==> config.mk <==
export PLATFORM = sky130hd
export DESIGN_NAME = ram_share_arbiter
export DESIGN_NICKNAME = d
export VERILOG_FILES = /design/src/rtl/ram_share_arbiter.sv
export SDC_FILE = /design/constraint.sdc
export NUM_CORES = 1
export LEC_CHECK = 0
export CELL_PAD_IN_SITES_DETAIL_PLACEMENT = 0
export CELL_PAD_IN_SITES_GLOBAL_PLACEMENT = 1
export CORE_ASPECT_RATIO = 1.4
export CORE_MARGIN = 1.5
export CORE_UTILIZATION = 29
export CTS_BUF_LIST = sky130_fd_sc_hd__clkbuf_8
export CTS_CLUSTER_SIZE = 40
export DETAILED_ROUTE_END_ITERATION = 8
export HOLD_SLACK_MARGIN = 0.12
export PLACE_DENSITY_LB_ADDON = 0.05
export SKIP_LAST_GASP = 1
export SLEW_MARGIN = 20
export SYNTH_ARGS = -nofsm -noshare
export SYNTH_HDL_FRONTEND = slang
export SYNTH_SLANG_ARGS = --single-unit
==> constraint.sdc <==
create_clock -name clk -period 3.3 [get_ports clk]
set_clock_uncertainty 0.2 [all_clocks]
set_input_delay 0.495 -clock clk [delete_from_list [all_inputs] [get_ports clk]]
set_output_delay 0.495 -clock clk [all_outputs]
set_load 0.03 [all_outputs]
==> src/rtl/ram_share_arbiter.sv <==
// ram_share_arbiter: round-robin sharing of one RAM8-style memory
// among NREQ requesters using a req/gnt/ack handshake.
module ram_share_arbiter #(
  parameter int NREQ  = 4,
  parameter int WIDTH = 16,
  parameter int AW    = 3
) (
  input  logic                  clk,
  input  logic                  reset,
  input  logic [NREQ-1:0]       req,
  input  logic [NREQ-1:0]       we,
  input  logic [NREQ*AW-1:0]    addr,
  input  logic [NREQ*WIDTH-1:0] wdata,
  output logic [NREQ-1:0]       gnt,
  output logic [NREQ-1:0]       ack,
  output logic [WIDTH-1:0]      rdata,
  output logic [WIDTH-1:0]      ram_in,
  output logic                  ram_load,
  output logic [AW-1:0]         ram_address,
  input  logic [WIDTH-1:0]      ram_out
);

  localparam int IW = $clog2(NREQ);

  typedef enum logic [1:0] {
    IDLE,
    ACCESS,
    DONE
  } state_t;

  state_t          state;
  state_t          state_n;
  logic [IW-1:0]   last;
  logic [IW-1:0]   id;
  logic [IW-1:0]   win_id;
  logic            win_ok;
  logic            take;
  logic [NREQ-1:0] cand;
  logic            we_l;
  logic [AW-1:0]   addr_l;
  logic [WIDTH-1:0] wdata_l;
  logic [IW:0]     sum;
  logic [IW-1:0]   idx;

  // Requests eligible at this edge; the requester just served is masked in DONE.
  always_comb begin
    cand = '0;
    unique case (state)
      IDLE:    cand = req;
      DONE:    cand = req & ~(NREQ'(1) << id);
      default: cand = '0;
    endcase
  end

  // Round-robin search starting just after the last winner, wrapping.
  always_comb begin
    win_ok = 1'b0;
    win_id = '0;
    sum    = '0;
    idx    = '0;
    for (int k = 1; k <= NREQ; k++) begin
      sum = {1'b0, last} + (IW+1)'(k);
      if (sum >= (IW+1)'(NREQ))
        sum = sum - (IW+1)'(NREQ);
      idx = sum[IW-1:0];
      if (!win_ok && cand[idx]) begin
        win_ok = 1'b1;
        win_id = idx;
      end
    end
  end

  // Next-state logic: IDLE/DONE arbitrate, ACCESS always lasts one cycle.
  always_comb begin
    state_n = state;
    take    = 1'b0;
    unique case (state)
      IDLE: begin
        if (win_ok) begin
          state_n = ACCESS;
          take    = 1'b1;
        end
      end
      ACCESS: state_n = DONE;
      DONE: begin
        if (win_ok) begin
          state_n = ACCESS;
          take    = 1'b1;
        end else begin
          state_n = IDLE;
        end
      end
      default: state_n = IDLE;
    endcase
  end

  // State register.
  always_ff @(posedge clk) begin
    if (reset)
      state <= IDLE;
    else
      state <= state_n;
  end

  // Latch the winner's request so later input changes cannot disturb it.
  always_ff @(posedge clk) begin
    if (reset) begin
      last    <= IW'(NREQ-1);
      id      <= '0;
      we_l    <= 1'b0;
      addr_l  <= '0;
      wdata_l <= '0;
    end else if (take) begin
      last    <= win_id;
      id      <= win_id;
      we_l    <= we[win_id];
      addr_l  <= addr[win_id*AW +: AW];
      wdata_l <= wdata[win_id*WIDTH +: WIDTH];
    end
  end

  // Handshake pulses and read capture; writes leave rdata untouched.
  always_ff @(posedge clk) begin
    if (reset) begin
      gnt   <= '0;
      ack   <= '0;
      rdata <= '0;
    end else begin
      gnt <= take ? (NREQ'(1) << win_id) : '0;
      ack <= (state == ACCESS) ? gnt : '0;
      if (state == ACCESS && !we_l)
        rdata <= ram_out;
    end
  end

  assign ram_address = addr_l;
  assign ram_in      = wdata_l;
  assign ram_load    = (state == ACCESS) & we_l & ~reset;

endmodule

==> flow_summary.yaml, run 1 <==
status:
  status: "complete, no violations"
timing:
  rsz0062_at_grt: "false"
  setup_viol: 0
  relSlewSlack_pct: 57.48
  holdWs_ns: 0.2566
  drv_slew: 0
  tns_ns: 0
  clock.fmax_mhz: 392.9
  min_period_ns: 2.545
  hold_violations: 0
  worst_pin_slew_ns: 0.6370
  post-route-period-util_pct: 77.13
cts:
  cts-resized-gates: 0
  h-tree-depth: 2
  cts-root-buf: "clkbuf_8"
  cts_buffers: 5
  clk_pin_slew_ns: 0.09
  cts_buffer_depth: 2
  clock_latency_ns: 0.30
  hold_buffers: 0
  cts_tree: "done"
  post-cts-setup-buffer-count: 0
  cts.sinks: 50
global_routing:
  grt_pass1_wl_mm: 12.16
  first_global_vias: 2629
  overflow: 0
  grt_start_max_net_pins: 39
  use_met1_pct: 18.20
  antenna_found_initial: 0
  grt_use_total_pct: 16.80
  grtUsageMet3_pct: 5.040
  busiest_layer: "met2"
  grt.met2_usage_pct: 30.82
yosys:
  synth_edf_count: 0
  ys_ff_latch: 50
  syn_avg_cell_area_um2: 8.430
  synthFlopType: "dfxtp_1"
  ys_types: 37
  yosysSeqAreaShare_pct: 39.45
  synth_fp_nets: 403
  async_reset_ff_share_pct: 0
  syn_inst: 301
  netlist_area_mm2: 0.002537
  yosys_warnings: 0
layout:
  layout_commonest_cell: "clkdlybuf4s50_1"
  nets: 538
  multi_input_area_mm2: 0.001390
  drive_gt1_share_pct: 5.034
  diodes: 0
  n_fill_cell: 850
  area_growth_pct: 62.43
  finish.utilization_pct: 48.16
  most-common-layout-cells: "clkdlybuf4s50_1 (144), nand2_1 (56), dfxtp_1 (50)"
  regArea_mm2: 0.001001
detailed_routing:
  wl_per_cell_um: 13.94
  drc: 0
  drtAntennaViolNets: 0
  drtIter0Drc: 65
  routed-via-count: 2584
  wl_mm: 7.558
  drtPass1Iterations: 4
  post_drt_via_cell_ratio: 4.768
floorplan:
  io_pins: 146
  start_util_pct: 29.65
  dieArea_mm2: 0.009328
  rows: 40
  core-area_mm2: 0.008558
  fp.dieH_um: 113.7
  die_w_um: 82.06
critical_path:
  worstPathArrival_ns: 1.85
  crit_fanout: 11
  cp_num_buf_inv: 2
  endpoint_kind: "output pin"
  critPathRequiredTime_ns: 2.60
  path_class: "in2out"
  startpoint_type: "primary input"
  critPathMaxStageDelay_ns: 0.63
  path_cells: "clkdlybuf4s50_1 > nor2_1 > and2_1 > buf_4"
  crit_family: "buffers and inverters"
  cp_slowest_cell: "clkdlybuf4s50_1"
pwr:
  p_comb_share_pct: 38.3
  clockPowerShare_pct: 20.6
  power.total_mw: 1.760
  power.switching_mw: 0.6046
  swShare_pct: 34.35
  vdd_ir_drop_max_mv: 0.2072
  p_leak_nw: 1.597
  p_per_area_mw_per_mm2: 427.0
  seqPwrFrac_pct: 41.1
  intPower_mw: 1.155
run:
  maxCapViolCount: 0
min_path:
  hp-class: "reg2reg"
placement:
  place.gp.congestion: 0.7388
  io_buffers: 145
  dpl.hpwl_mm: 5.630
## path summary, 6_finish.rpt
path / startpoint / endpoint / slack, ns / cells past startpoint
max reg2reg: state[1] / ram_in[9] / 0.99 / 7
min reg2reg: rdata[2] / rdata[2] / 0.26 / 2
min: rdata[2] / rdata[2] / 0.26 / 2
max: reset / ram_load / 0.75 / 4
## per-stage QoR
step / area, um2 / setup slack [ns] / std cells
after floorplan: 2537 / 1.151 / 301
after global placement: 4029 / 0.5874 / 534
after detailed placement: 4029 / 0.5190 / 534
after CTS: 4119 / 0.7384 / 542
after global routing: 4121 / 0.6130 / 542
final: 4121 / 0.7547 / 542
## worst register-to-register path, cell delays in order (launching register included)
cell and delay [ns]:
dfxtp_1 0.46, nor3b_2 0.34, o311ai_1 0.14, a211o_1 0.33, buf_4 0.24, and3_1 0.23
o21ai_0 0.17, o211ai_1 0.10
## cell usage after synthesis (all sizes together) (4+ instances only)
master / number / area [um2]
nand3b: 4 / 30.03
nor2b: 4 / 25.02
nand2: 57 / 216.5
and3: 20 / 125.1
and2: 6 / 40.04
nor2: 9 / 33.78
buf: 8 / 77.57
clkbuf: 15 / 56.30
o211ai: 19 / 142.6
o21ai: 19 / 95.09
inv: 4 / 15.01
dfxtp: 50 / 1001
a21oi: 20 / 100.1
a21boi: 18 / 135.1
mux2i: 24 / 240.2
## power by group through the flow
stage | clock [mW] | sequential [mW] | combinational (mW)
2_1_floorplan | 0 | 0.845 | 0.283
3_3_place_gp | 0 | 0.738 | 0.678
3_5_place_dp | 0 | 0.737 | 0.683
4_1_cts | 0.382 | 0.725 | 0.684
5_1_grt | 0.408 | 0.735 | 0.732
6_report | 0.363 | 0.724 | 0.674
## kinds of logic (layout without fill, tap and decap cells)
group | count (synthesis) | after routing | synth area share [%]
simple gates | 108 | 108 | 20.76
compound gates | 92 | 92 | 24.46
flops | 50 | 50 | 39.45
buf+inv | 27 | 163 | 5.867
mux | 24 | 24 | 9.467
## registers in the layout, summed over array words and instances, names as in the netlist
signal       cells
last             2
we_l             1
state            2
ram_address      3
gnt              4
id               2
ram_in          16
ack              4
rdata           16
## final cells by class
| cell class | count | share of cell area [%] |
|---|---|---|
| tap | 105 | 3.188 |
| sequential | 50 | 24.29 |
| clock buffer | 5 | 1.670 |
| clock inverter | 3 | 0.5161 |
| inverter | 4 | 0.3643 |
| timing repair buffer | 151 | 36.25 |
| multi-input combinational | 224 | 33.73 |
## per-layer routing
metal	wire [um]	vias up
met4	84	0
met1	2963	1148
met3	598	6
li1	-	1333
met2	3912	97
met5	0	-
No activity file was read; power rests on OpenSTA's default activity.
==> run 2, diff against run 1 <==
--- a/config.mk
+++ b/config.mk
@@ -9,7 +9,7 @@
 export CELL_PAD_IN_SITES_GLOBAL_PLACEMENT = 1
 export CORE_ASPECT_RATIO = 1.4
 export CORE_MARGIN = 1.5
-export CORE_UTILIZATION = 29
+export CORE_UTILIZATION = 27
 export CTS_BUF_LIST = sky130_fd_sc_hd__clkbuf_8
 export CTS_CLUSTER_SIZE = 40
 export DETAILED_ROUTE_END_ITERATION = 8
==> constraint.sdc (replaced) <==
create_clock -name clk -period 2.52 [get_ports clk]
set_clock_uncertainty 0.2 [all_clocks]
set_input_delay 0.378 -clock clk [delete_from_list [all_inputs] [get_ports clk]]
set_output_delay 0.378 -clock clk [all_outputs]
set_load 0.03 [all_outputs]
==> flow_summary.yaml, run 2 (same netlist as run 1, synthesis figures left out) <==
status:
  status: "finished, violations left"
  failed_checks: "design-rule violations"
min_path:
  hold_end: "rdata[0]"
  whs_path_depth: 2
  worst_hold_startpoint: "rdata[0]"
  hp-class: "reg2reg"
cts:
  hold_buffers: 0
  cts-root-buf: "clkbuf_8"
  cts.sinks: 50
  clock_latency_ns: 0.31
  h-tree-depth: 2
  cts_tree: "done"
  cts_buffer_depth: 2
  clk_pin_slew_ns: 0.09
  cts_buffers: 5
layout:
  area_growth_pct: 71.01
  final_cells: 560
  diodes: 0
  most-common-layout-cells: "clkdlybuf4s50_1 (144), nand2_1 (56), dfxtp_1 (50)"
  nets: 554
  n_fill_cell: 911
  layout_commonest_cell: "clkdlybuf4s50_1"
  drive_gt1_share_pct: 8.168
critical_path:
  critPathMaxStageDelay_ns: 0.52
  crit_fanout: 13
  cp_slowest_cell: "clkdlybuf4s50_1"
  startpoint_type: "primary input"
  reg2reg_depth: 8
  path_class: "in2reg"
  worstPathArrival_ns: 2.30
  r2r_end: "ram_in[2]"
  critPathRequiredTime_ns: 2.51
  path_cells: "clkdlybuf4s50_1 > inv_1 > o211ai_1 > o32a_1 > and2_4 > buf_12 > mux2i_1 > o211ai_1"
  timing.rr.start: "state[1]"
  crit_top_cell: "o211ai_1"
  cp_num_buf_inv: 3
  crit_family: "buffers and inverters"
  endpoint_kind: "register"
  r2r_slack_ns: 0.23
timing:
  relSlewSlack_pct: 76.11
  worst_slack_ns: 0.2118
  hold_violations: 0
  holdWs_ns: 0.2589
  worst_pin_slew_ns: 0.3570
  drv_slew: 0
  setup_viol: 0
  post-route-period-util_pct: 91.59
  clock.fmax_mhz: 433.2
  rsz0062_at_grt: "false"
  min_period_ns: 2.308
floorplan:
  core-area_mm2: 0.009080
  io_pins: 146
  fp.dieH_um: 117.7
  dieArea_mm2: 0.009997
  die_w_um: 84.93
  rows: 41
  start_util_pct: 27.95
detailed_routing:
  post_drt_via_cell_ratio: 4.780
  wl_mm: 7.835
  drtAntennaViolNets: 0
  drc: 5
  drtIter0Drc: 75
  routed-via-count: 2677
  drtPass1Iterations: 6
  wl_per_cell_um: 13.99
global_routing:
  overflow: 0
  first_global_vias: 2745
  antenna_found_initial: 0
  grt_pass1_wl_mm: 12.72
  grt_use_total_pct: 15.77
  grt_start_max_net_pins: 38
run:
  maxCapViolCount: 0
placement:
  place.gp.congestion: 0.7995
  io_buffers: 145
  place_inst: 551
  dpl.hpwl_mm: 5.991
  place_ws_ns: -0.2289
pwr:
  vdd_ir_drop_max_mv: 0.2584
  p_per_area_mw_per_mm2: 574.8
  p_leak_nw: 1.718
[run 2: changes by cell type in the layout (fill, tap and decap cells not counted)]
| cell | before | now |
|---|---|---|
| clkinv_4 | 1 | 0 |
| nor2_1 | 8 | 9 |
| bufinv_16 | 0 | 1 |
| buf_12 | 0 | 6 |
| nor2_2 | 1 | 0 |
| buf_4 | 7 | 17 |
| clkinvlp_4 | 1 | 0 |
| inv_6 | 0 | 1 |
[run 2: metal layers]
layer	global-route usage (%)	part of all wire, %	vias up	wire length (um)
met5	0	0	-	0
met3	4.488	7.6	7	599
met4	4.713	1.1	0	87
li1	-	-	1364	-
met2	30.80	54	106	4232
met1	15.67	37	1200	2916
[run 2: per-stage QoR]
step | power [mW] | utilization, % | area [um2] | TNS (ns)
2_1_floorplan | 1.478 | - | 2537 | 0
3_3_place_gp | 1.928 | 46.33 | 4207 | -2.539
3_5_place_dp | 1.935 | 46.33 | 4207 | -3.432
4_1_cts | 2.527 | 47.57 | 4319 | 0
5_1_grt | 2.641 | 47.79 | 4339 | 0
6_report | 2.494 | 47.79 | 4339 | 0
[run 2: where the power goes]
part           internal [mW]  switching, mW  leakage [nW]
clock network          0.298          0.285        0.0585
registers              0.883         0.0573         0.411
logic                  0.499          0.471          1.25
total                   1.68          0.814          1.72
[run 2: cell type report]
| class | instances | area, um2 | share of cell area, % |
|---|---|---|---|
| multi-input combinational | 224 | 1388 | 31.98 |
| sequential | 50 | 1001 | 23.07 |
| inverter | 4 | 15.01 | 0.3460 |
| clock buffer | 5 | 68.82 | 1.586 |
| tap | 107 | 133.9 | 3.085 |
| timing repair buffer | 167 | 1689 | 38.93 |
| clock inverter | 3 | 43.79 | 1.009 |
[run 2: worst max-delay path by stage]
stage	from	endpoint	slack, ns	cells after the start
after detailed placement	req[3]	ram_address[2]	-0.23	6
after global placement	req[3]	ram_in[8]	-0.17	6
after CTS	state[1]	ram_address[2]	0.01	7
after global routing	req[0]	ram_in[2]	0.03	8
final	req[0]	ram_in[2]	0.21	8
after floorplan	id[0]	ram_in[12]	0.37	10
[run 2: timing repair]
| item | 4_1_cts | 5_1_grt |
|---|---|---|
| hold endpoints to repair | 0 | 0 |
| setup endpoints to repair | 0 | 18 |
| resized for setup | 0 | 0 |
| buffers inserted | 0 | 1 |
[run 2: worst min-delay path: cells and delay by family, from the launching register on]
family / cells / cell delay (ns)
flip-flops: 1 / 0.32
AND/OR/NAND/NOR: 1 / 0.05
AO/OA/AOI/OAI: 1 / 0.05
